===== config.mk =====
export PLATFORM = sky130hd
export DESIGN_NAME = elevator_req_queue
export DESIGN_NICKNAME = d
export VERILOG_FILES = /design/src/rtl/elevator_pkg.sv /design/src/rtl/elevator_req_match.sv /design/src/rtl/elevator_req_queue.sv
export SDC_FILE = /design/constraint.sdc
export NUM_CORES = 1
export LEC_CHECK = 0
export CORE_MARGIN = 3
export CORE_UTILIZATION = 30
export DETAILED_ROUTE_END_ITERATION = 10
export GPL_TIMING_DRIVEN = 0
export SYNTH_ARGS = -nofsm -noshare
export SYNTH_HDL_FRONTEND = slang
export SYNTH_SLANG_ARGS = --single-unit

===== constraint.sdc =====
create_clock -name clk -period 4.9 [get_ports clk]
set_clock_uncertainty 0.15 [all_clocks]
set_input_delay 1.225 -clock clk [delete_from_list [all_inputs] [get_ports clk]]
set_output_delay 1.225 -clock clk [all_outputs]
set_load 0.03 [all_outputs]

===== src/rtl/elevator_pkg.sv =====
// Shared types and width helpers for the elevator request path (queue and car controller).
package elevator_pkg;

    // Default floor-code width used across the elevator blocks.
    localparam int FLOOR_W_DEF = 4;

    typedef logic [FLOOR_W_DEF-1:0] floor_t;

    // Value presented on dout before any floor has been popped.
    localparam floor_t EMPTY_FLOOR = '0;

    // Width of a read/write pointer into a DEPTH-entry queue.
    function automatic int ptr_w(input int depth);
        return (depth > 1) ? $clog2(depth) : 1;
    endfunction

    // Width of an occupancy counter that must be able to hold DEPTH itself.
    function automatic int cnt_w(input int depth);
        return $clog2(depth) + 1;
    endfunction

endpackage


===== src/rtl/elevator_req_match.sv =====
// Duplicate-floor detector: compares an incoming floor code against every valid queue slot.
module elevator_req_match #(
    parameter int FLOOR_W = 4,
    parameter int DEPTH   = 8
) (
    input  logic [FLOOR_W-1:0]            din_i,
    input  logic [DEPTH-1:0][FLOOR_W-1:0] slots_i,
    input  logic [DEPTH-1:0]              valid_i,
    output logic                          dup_o
);

    logic [DEPTH-1:0] hit;

    // One comparator per slot; a slot only counts while its valid bit is set.
    always_comb begin
        for (int i = 0; i < DEPTH; i++) begin
            hit[i] = valid_i[i] && (slots_i[i] == din_i);
        end
    end

    assign dup_o = |hit;

endmodule


===== src/rtl/elevator_req_queue.sv =====
// Floor-request FIFO between the call-button encoder and the car controller.
// Registered status flags derived from the next count, optional duplicate
// suppression, emergency flush and a read-data valid strobe.
module elevator_req_queue
    import elevator_pkg::*;
#(
    parameter int FLOOR_W   = 4,
    parameter int DEPTH     = 8,
    parameter int DEDUP     = 1,
    parameter int AF_THRESH = 6
) (
    input  logic                   clk,
    input  logic                   rst,
    input  logic                   flush,
    input  logic                   wr_en,
    input  logic [FLOOR_W-1:0]     din,
    input  logic                   rd_en,
    output logic [FLOOR_W-1:0]     dout,
    output logic                   dout_valid,
    output logic                   empty,
    output logic                   full,
    output logic                   almost_full,
    output logic [$clog2(DEPTH):0] count,
    output logic                   wr_drop
);

    localparam int PTR_W = ptr_w(DEPTH);
    localparam int CNT_W = cnt_w(DEPTH);

    // Storage and bookkeeping state.
    logic [DEPTH-1:0][FLOOR_W-1:0] mem_q;
    logic [DEPTH-1:0]              valid_q,      valid_d;
    logic [PTR_W-1:0]              wr_ptr_q,     wr_ptr_d;
    logic [PTR_W-1:0]              rd_ptr_q,     rd_ptr_d;
    logic [CNT_W-1:0]              count_q,      count_d;
    logic [FLOOR_W-1:0]            dout_q,       dout_d;
    logic                          dout_valid_q, dout_valid_d;
    logic                          wr_drop_q,    wr_drop_d;
    logic                          empty_q,      empty_d;
    logic                          full_q,       full_d;
    logic                          af_q,         af_d;

    logic dup;
    logic rd_acc;
    logic wr_acc;
    logic mem_we;

    // Duplicate detection is only built when suppression is enabled.
    generate
        if (DEDUP != 0) begin : g_dedup
            elevator_req_match #(
                .FLOOR_W (FLOOR_W),
                .DEPTH   (DEPTH)
            ) u_match (
                .din_i   (din),
                .slots_i (mem_q),
                .valid_i (valid_q),
                .dup_o   (dup)
            );
        end else begin : g_no_dedup
            assign dup = 1'b0;
        end
    endgenerate

    // A pop needs data; a push needs room (or a same-cycle pop) and a fresh floor.
    assign rd_acc = rd_en && !empty_q;
    assign wr_acc = wr_en && (!full_q || rd_acc) && !dup;
    assign mem_we = wr_acc && !flush;

    // Next-state computation for pointers, count, valid bits and output strobes.
    always_comb begin
        // NOTE: every target gets a default first so no path leaves it unassigned (no latches).
        wr_ptr_d     = wr_ptr_q;
        rd_ptr_d     = rd_ptr_q;
        count_d      = count_q;
        valid_d      = valid_q;
        dout_d       = dout_q;
        dout_valid_d = 1'b0;
        wr_drop_d    = 1'b0;

        if (flush) begin
            wr_ptr_d = '0;
            rd_ptr_d = '0;
            count_d  = '0;
            valid_d  = '0;
        end else begin
            if (rd_acc) begin
                dout_d            = mem_q[rd_ptr_q];
                dout_valid_d      = 1'b1;
                valid_d[rd_ptr_q] = 1'b0;
                rd_ptr_d          = rd_ptr_q + PTR_W'(1);
            end
            // Applied after the pop so a full-queue push+pop re-validates the shared slot.
            if (wr_acc) begin
                valid_d[wr_ptr_q] = 1'b1;
                wr_ptr_d          = wr_ptr_q + PTR_W'(1);
            end
            wr_drop_d = wr_en && !wr_acc;
            count_d   = count_q + CNT_W'(wr_acc) - CNT_W'(rd_acc);
        end

        empty_d = (count_d == '0);
        full_d  = (count_d == CNT_W'(DEPTH));
        af_d    = (count_d >= CNT_W'(AF_THRESH));
    end

    // Register all state and outputs; reset takes priority over everything.
    always_ff @(posedge clk) begin
        // NOTE: sequential state uses non-blocking assignments so every register sees pre-edge values.
        if (rst) begin
            wr_ptr_q     <= '0;
            rd_ptr_q     <= '0;
            count_q      <= '0;
            valid_q      <= '0;
            dout_q       <= FLOOR_W'(EMPTY_FLOOR);
            dout_valid_q <= 1'b0;
            wr_drop_q    <= 1'b0;
            empty_q      <= 1'b1;
            full_q       <= 1'b0;
            af_q         <= 1'b0;
        end else begin
            wr_ptr_q     <= wr_ptr_d;
            rd_ptr_q     <= rd_ptr_d;
            count_q      <= count_d;
            valid_q      <= valid_d;
            dout_q       <= dout_d;
            dout_valid_q <= dout_valid_d;
            wr_drop_q    <= wr_drop_d;
            empty_q      <= empty_d;
            full_q       <= full_d;
            af_q         <= af_d;
        end
    end

    // Payload storage, written on accepted pushes only.
    always_ff @(posedge clk) begin
        // NOTE: the array is deliberately not reset; the valid bits alone decide what is queued.
        if (mem_we) begin
            mem_q[wr_ptr_q] <= din;
        end
    end

    assign dout        = dout_q;
    assign dout_valid  = dout_valid_q;
    assign empty       = empty_q;
    assign full        = full_q;
    assign almost_full = af_q;
    assign count       = count_q;
    assign wr_drop     = wr_drop_q;

endmodule

-- Word-level counts from Yosys, hierarchy flattened
Index checks and enable logic that the tools add are counted.
- multiplexer cells: 14
- reduce and logical (&&, ||, !) cells: 25
- equality and inequality tests: 9
- order comparisons: 5
- add/sub/neg operators: 4
- bitwise gates (word level): 4
- operators by type and width (operator ; number):
    32-bit bitwise mux ; 1
    4-bit == test ; 8
    8-bit 2-to-1 mux ; 3
    1-bit logical AND ; 15
    4-bit binary-select mux with 3-bit select ; 1
    4-bit demux with 3-bit select ; 1
    4-bit 2-to-1 mux ; 3
    8-bit bitwise AND ; 1
    3-bit by 4-bit less-than comparator with 1-bit output, second input constant ; 2
    8-bit NOT ; 1
    8-bit OR ; 1
    8-bit OR reduction ; 1
    3-bit by 1-bit adder with 3-bit output, second input constant ; 2
    1-bit demux with 3-bit select ; 2
    3-bit by 1-bit >= comparator with 1-bit output, second input constant ; 2
    1-bit logical NOT ; 5
    4-bit by 1-bit adder with 4-bit output ; 1
    4-bit == test, second input constant ; 1
    4-bit by 3-bit >= comparator with 1-bit output, second input constant ; 1
    4-bit logical NOT ; 1
    4-bit by 1-bit subtractor with 4-bit output ; 1
    1-bit 2-to-1 mux ; 3
    2-bit AND reduction ; 1
    2-bit OR reduction ; 1
    other kinds (2) ; 2
- word-level logic and storage cells: 79
- input bits: 9
- register bits: 59
- output and inout bits: 13

-- Depth between registers and ports, before layout
- depth after elaboration: 10
- mapped depth: 15
- mapped depth without buffers: 13

-- By module
From an unflattened synthesis, not the netlist that was laid out.
- cells, all modules: 249
- area, all modules: 2830.2 µm²
- modules (own cells, without submodules) (module ; instances ; sequential area each (µm²) ; area an instance (µm²) ; cells an instance):
    elevator_req_queue ; 1 ; 1501.4 ; 2411.1 ; 196
    elevator_req_match ; 1 ; 0.0 ; 419.2 ; 53

-- Least setup slack after synthesis
No wires, ideal clock.
- kind: input -> register
- start point: input port din[0]
- end point: register full_q (netlist: full)
- library setup time: 0.092 ns
- required time: 4.658 ns
- stages on the path: 13
- path buffers: 2
- setup slack: 1.085 ns
- arrival: 3.573 ns
- cells stage by stage: buf_6 -> xnor2_1 -> nand3_1 -> o311ai_1 -> nor3_2 -> nand3_2 -> buf_6 -> ha_1 -> inv_1 -> ha_1 -> fa_1 -> or3_1 -> nor4_1
- cells in the longest elaborated chain, start to end: 9
- elaborated cells on any way between the ends: 23
- those cells by class: add/sub (2); eq/ne (9); mux (1); reduce/logical (11)
- RTL lines (element ; line ; source):
    start, declared ; elevator_req_queue.sv:16 ; input logic [FLOOR_W-1:0] din,
    4-bit == test ; elevator_req_match.sv:17 ; hit[i] = valid_i[i] && (slots_i[i] == din_i);
    1-bit logical AND ; elevator_req_match.sv:17 ;
    8-bit OR reduction * ; elevator_req_match.sv:21 ; assign dup_o = |hit;
    1-bit logical NOT * ; elevator_req_queue.sv:67 ; assign wr_acc = wr_en && (!full_q || rd_acc) && !dup;
    1-bit logical AND * ; elevator_req_queue.sv:67 ;
    4-bit by 1-bit adder with 4-bit output * ; elevator_req_queue.sv:99 ; count_d = count_q + CNT_W'(wr_acc) - CNT_W'(rd_acc);
    4-bit by 1-bit subtractor with 4-bit output * ; elevator_req_queue.sv:99 ;
    4-bit 2-to-1 mux * ; elevator_req_queue.sv:81 ; if (flush) begin
    4-bit == test * ; elevator_req_queue.sv:103 ; full_d = (count_d == CNT_W'(DEPTH));
    end signal, assigned ; elevator_req_queue.sv:130 ; full_q <= full_d;
    end, declared ; elevator_req_queue.sv:40 ; logic full_q, full_d;
Mark *: on every way between the ends. The rest lies on a longest branch, timed or not.
A chain may end at the register's enable or synchronous reset.

-- Worst setup path after layout
- start point: input port din[2]
- end point: register full_q (netlist: full)
The elaborated chain is that of the path after synthesis.

==> impl_results.md <==
* Synth top area share at between 30% and 40%
* Starting Density at 31.6%
* Clock buffer count from CTS at 9
* Clock tree sinks at 59
* Pwr Total at 0.00107 W
* Final setup violation count at 0
* Req. time, crit path at roughly 5.0 ns
* HPWL after detailed placement at 4960 microns
* Slew margin rel. at a little under three fifths
* Row Count at 35
* Crit-path max FO at 10
* GRT Overall Usage at between 10% and 20%
* Critical path cell sequence: clkdlybuf4s50_1 > buf_6 > xor2_1 > nor4_1 > nor3_1 > nand3_2 > buf_6 > ha_1 > inv_1 > ha_1 > fa_1 > or3_1 > nor4_1
* Clk Latency, worst-skew pair at 0.34 ns
* Hold Crit Start: valid_q[3]
* WL final at about 6600 microns
* Grt ovf at 0
* Drt pass-1 iters at 4
* Hold_ws at approximately 0.32 ns
* First-pass GRT wire length at 10900 microns
* Max Fclk at 218 MHz
* Count of different cell masters after synthesis at between 40 and 50
* Family with the most delay on the worst path: simple AND/OR/NAND/NOR gates
* Most area-hungry cell type in the Yosys netlist: edfxtp_1
* Die Y at approximately 110 microns
* WHS Path Cells at 2
* Initial antenna violation count at 0
* Antenna Nets Post-Route at 0
* Number of flops mapped to enable cells by yosys at 32
* RR Endpoint: full
* Antenna diodes at 0
* Post-cts sizing count at 0
* Count of maximum capacitance violations at 0
* Largest net degree at the start of global routing at 11
* Yosys warns at 0
* Share of cells above drive strength 1 at between 10 and 15%
* Final max-slew violation count at 0
* Area Overhead vs Synth at 17.4%
* VDD IR max at around 0.12 mV
* Vias in the first global route at between 2000 and 2500
* Mapped Nets at between 200 and 300
* Post-synth top flop: edfxtp_1
* Routed WL per cell at ~16 microns
* CTS clock-pin slew for the worst setup and hold paths at roughly 0.060 ns
* Die ar. at approximately 11000 sq um
* Area contributors post-synth: edfxtp_1, dfxtp_1, xor2_1
* Final GP Congestion at slightly below 0.9
* Hold Fails Final Rpt at 0
* Area of the mapped netlist at 2990 sq um
* RSZ-0062 raised after global routing: false
* Post-route DRC violation count at 0
* CTS tree: done
* H-tree levels at 3
* Leakage at ~1.1 nW
* Post-CTS setup buffers at 0
* IO Count at 22
* Worst-margin pin slew at between 0.6 and 0.7 ns
* Most common cell in the netlist: edfxtp_1
* Crit. End Element: flip-flop
* Die X at 106 microns
* CP Buf/Inv Count at 4
* Worst r2r src: mem_q[12]
* Via density at 4.79
* Final layout net count at 307
* Syn Inst Count at 260
* Pwr dens at ~300 nW/um^2
* Number of synthesized register bits at between 50 and 60
* Hold Path Class: reg2reg
* R2r worst-path depth at 12
* Port-buffer cells at 20
* Synthesized area per cell at between 10 and 15 sq um
* Post-synthesis sequential area ratio at between 50 and 60%
* Core area at about 9500 sq um
* Worst path max stage delay at around 0.67 ns
* Status: finished, final reports clean
* Startpoint Class: input pin
* Reg-to-reg slack, setup at roughly 1.6 ns
* WP data arrival at 4.69 ns
* Synth cell count leaders: edfxtp_1, dfxtp_1, xor2_1
* Setup Crit Path Kind: in2reg
* Slowest CP cell: clkdlybuf4s50_1
* Clock Path Buffers at 2
* Final worst-path cycle share at a little over nine tenths
* DR vias at roughly 2000
* DRT iter0 DRCs at 103
* Hold Path End: valid_q[3]
* Post-synthesis async set-or-reset flop share at 0%
* Min Tclk post-route at ~4.6 ns
* CTS Hold Buffers Added at 0
* CTS root buffer: clkbuf_8
[cell type report]
type | count | area, sq um
repair buffers | 20 | 200
flip-flops and latches | 59 | 1500
plain buffers | 18 | 115
clock buffers | 10 | 128
multi-input cells | 177 | 1350
inverters | 6 | 22.5
clock inverters | 6 | 32.5
fillers | 951 | 5940
well taps | 129 | 161
[state kept, by name, summed over array words and instances, names as in the netlist]
register,cells
mem_q,32
valid_q,8
count,4
dout,4
rd_ptr_q,3
wr_ptr_q,3
almost_full,1
dout_valid,1
empty,1
full,1
wr_drop,1
[metrics by stage]
| stage | setup TNS (ns) | cells | area [sq um] | setup slack, ns | utilization, % |
|---|---|---|---|---|---|
| final | 0 | 425 | 3510 | 0.309 | 37.2 |
| after global routing | 0 | 425 | 3510 | 0.0156 | 37.2 |
| after CTS | 0 | 425 | 3510 | 0.301 | 37.2 |
| after detailed placement | -0.0812 | 409 | 3350 | -0.0590 | 35.5 |
| after global placement | -0.131 | 409 | 3350 | -0.0838 | 35.5 |
| after floorplan | 0 | 260 | 2990 | 1.08 | - |
[per-layer routing]
layer	up-vias	GRT usage, %	share of wire [%]
li1	1007	-	-
met1	972	15.9	46
met2	45	21.4	48
met3	10	2.39	3.9
met4	0	6.11	1.8
met5	-	0	0
[report_power, final]
| group | internal, W | leakage [nW] | total, W | switching [W] |
|---|---|---|---|---|
| registers | 0.000535 | 0.508 | 0.000543 | 0.00000770 |
| logic | 0.0000649 | 0.560 | 0.000157 | 0.0000919 |
| clock network | 0.000178 | 0.0771 | 0.000372 | 0.000194 |
[tightest hold or removal path: stages (launching register included)]
cell and delay (ns):
dfxtp_1 0.31, nand3_1 0.06, o21ai_1 0.05
[worst max-delay path by stage]
stage,start,end,slack (ns),cells past startpoint
4_1_cts,din[2],full,0.30,13
5_1_grt,din[2],full,0.02,14
6_report,din[2],full,0.31,13
3_3_place_gp,din[2],full,-0.08,13
3_5_place_dp,din[2],full,-0.06,13
2_1_floorplan,din[0],full,1.08,13
[placed cells by master, fill, tap and decap left out, types with 5 or more instances in the layout]
master / count
clkbuf_1: 10
a21oi_1: 5
nor4_1: 6
inv_1: 5
buf_6: 6
xor2_1: 25
clkdlybuf4s50_1: 20
mux2i_1: 9
nand3_1: 17
xnor2_1: 12
ha_1: 6
edfxtp_1: 32
nor2_1: 9
dfxtp_1: 27
nand2_1: 20
nor3_1: 7
clkbuf_8: 9
nand2b_1: 5
[logic make-up after synthesis]
| group | count (synthesis) | synth area share (%) |
|---|---|---|
| xor+xnor | 37 | 10.8 |
| fa+ha+maj | 7 | 3.18 |
| buf+inv | 24 | 4.60 |
| simple gates | 90 | 18.1 |
| compound gates | 30 | 7.82 |
| flops | 59 | 50.2 |
| mux | 13 | 5.27 |
No activity file was read; power rests on OpenSTA's default activity.
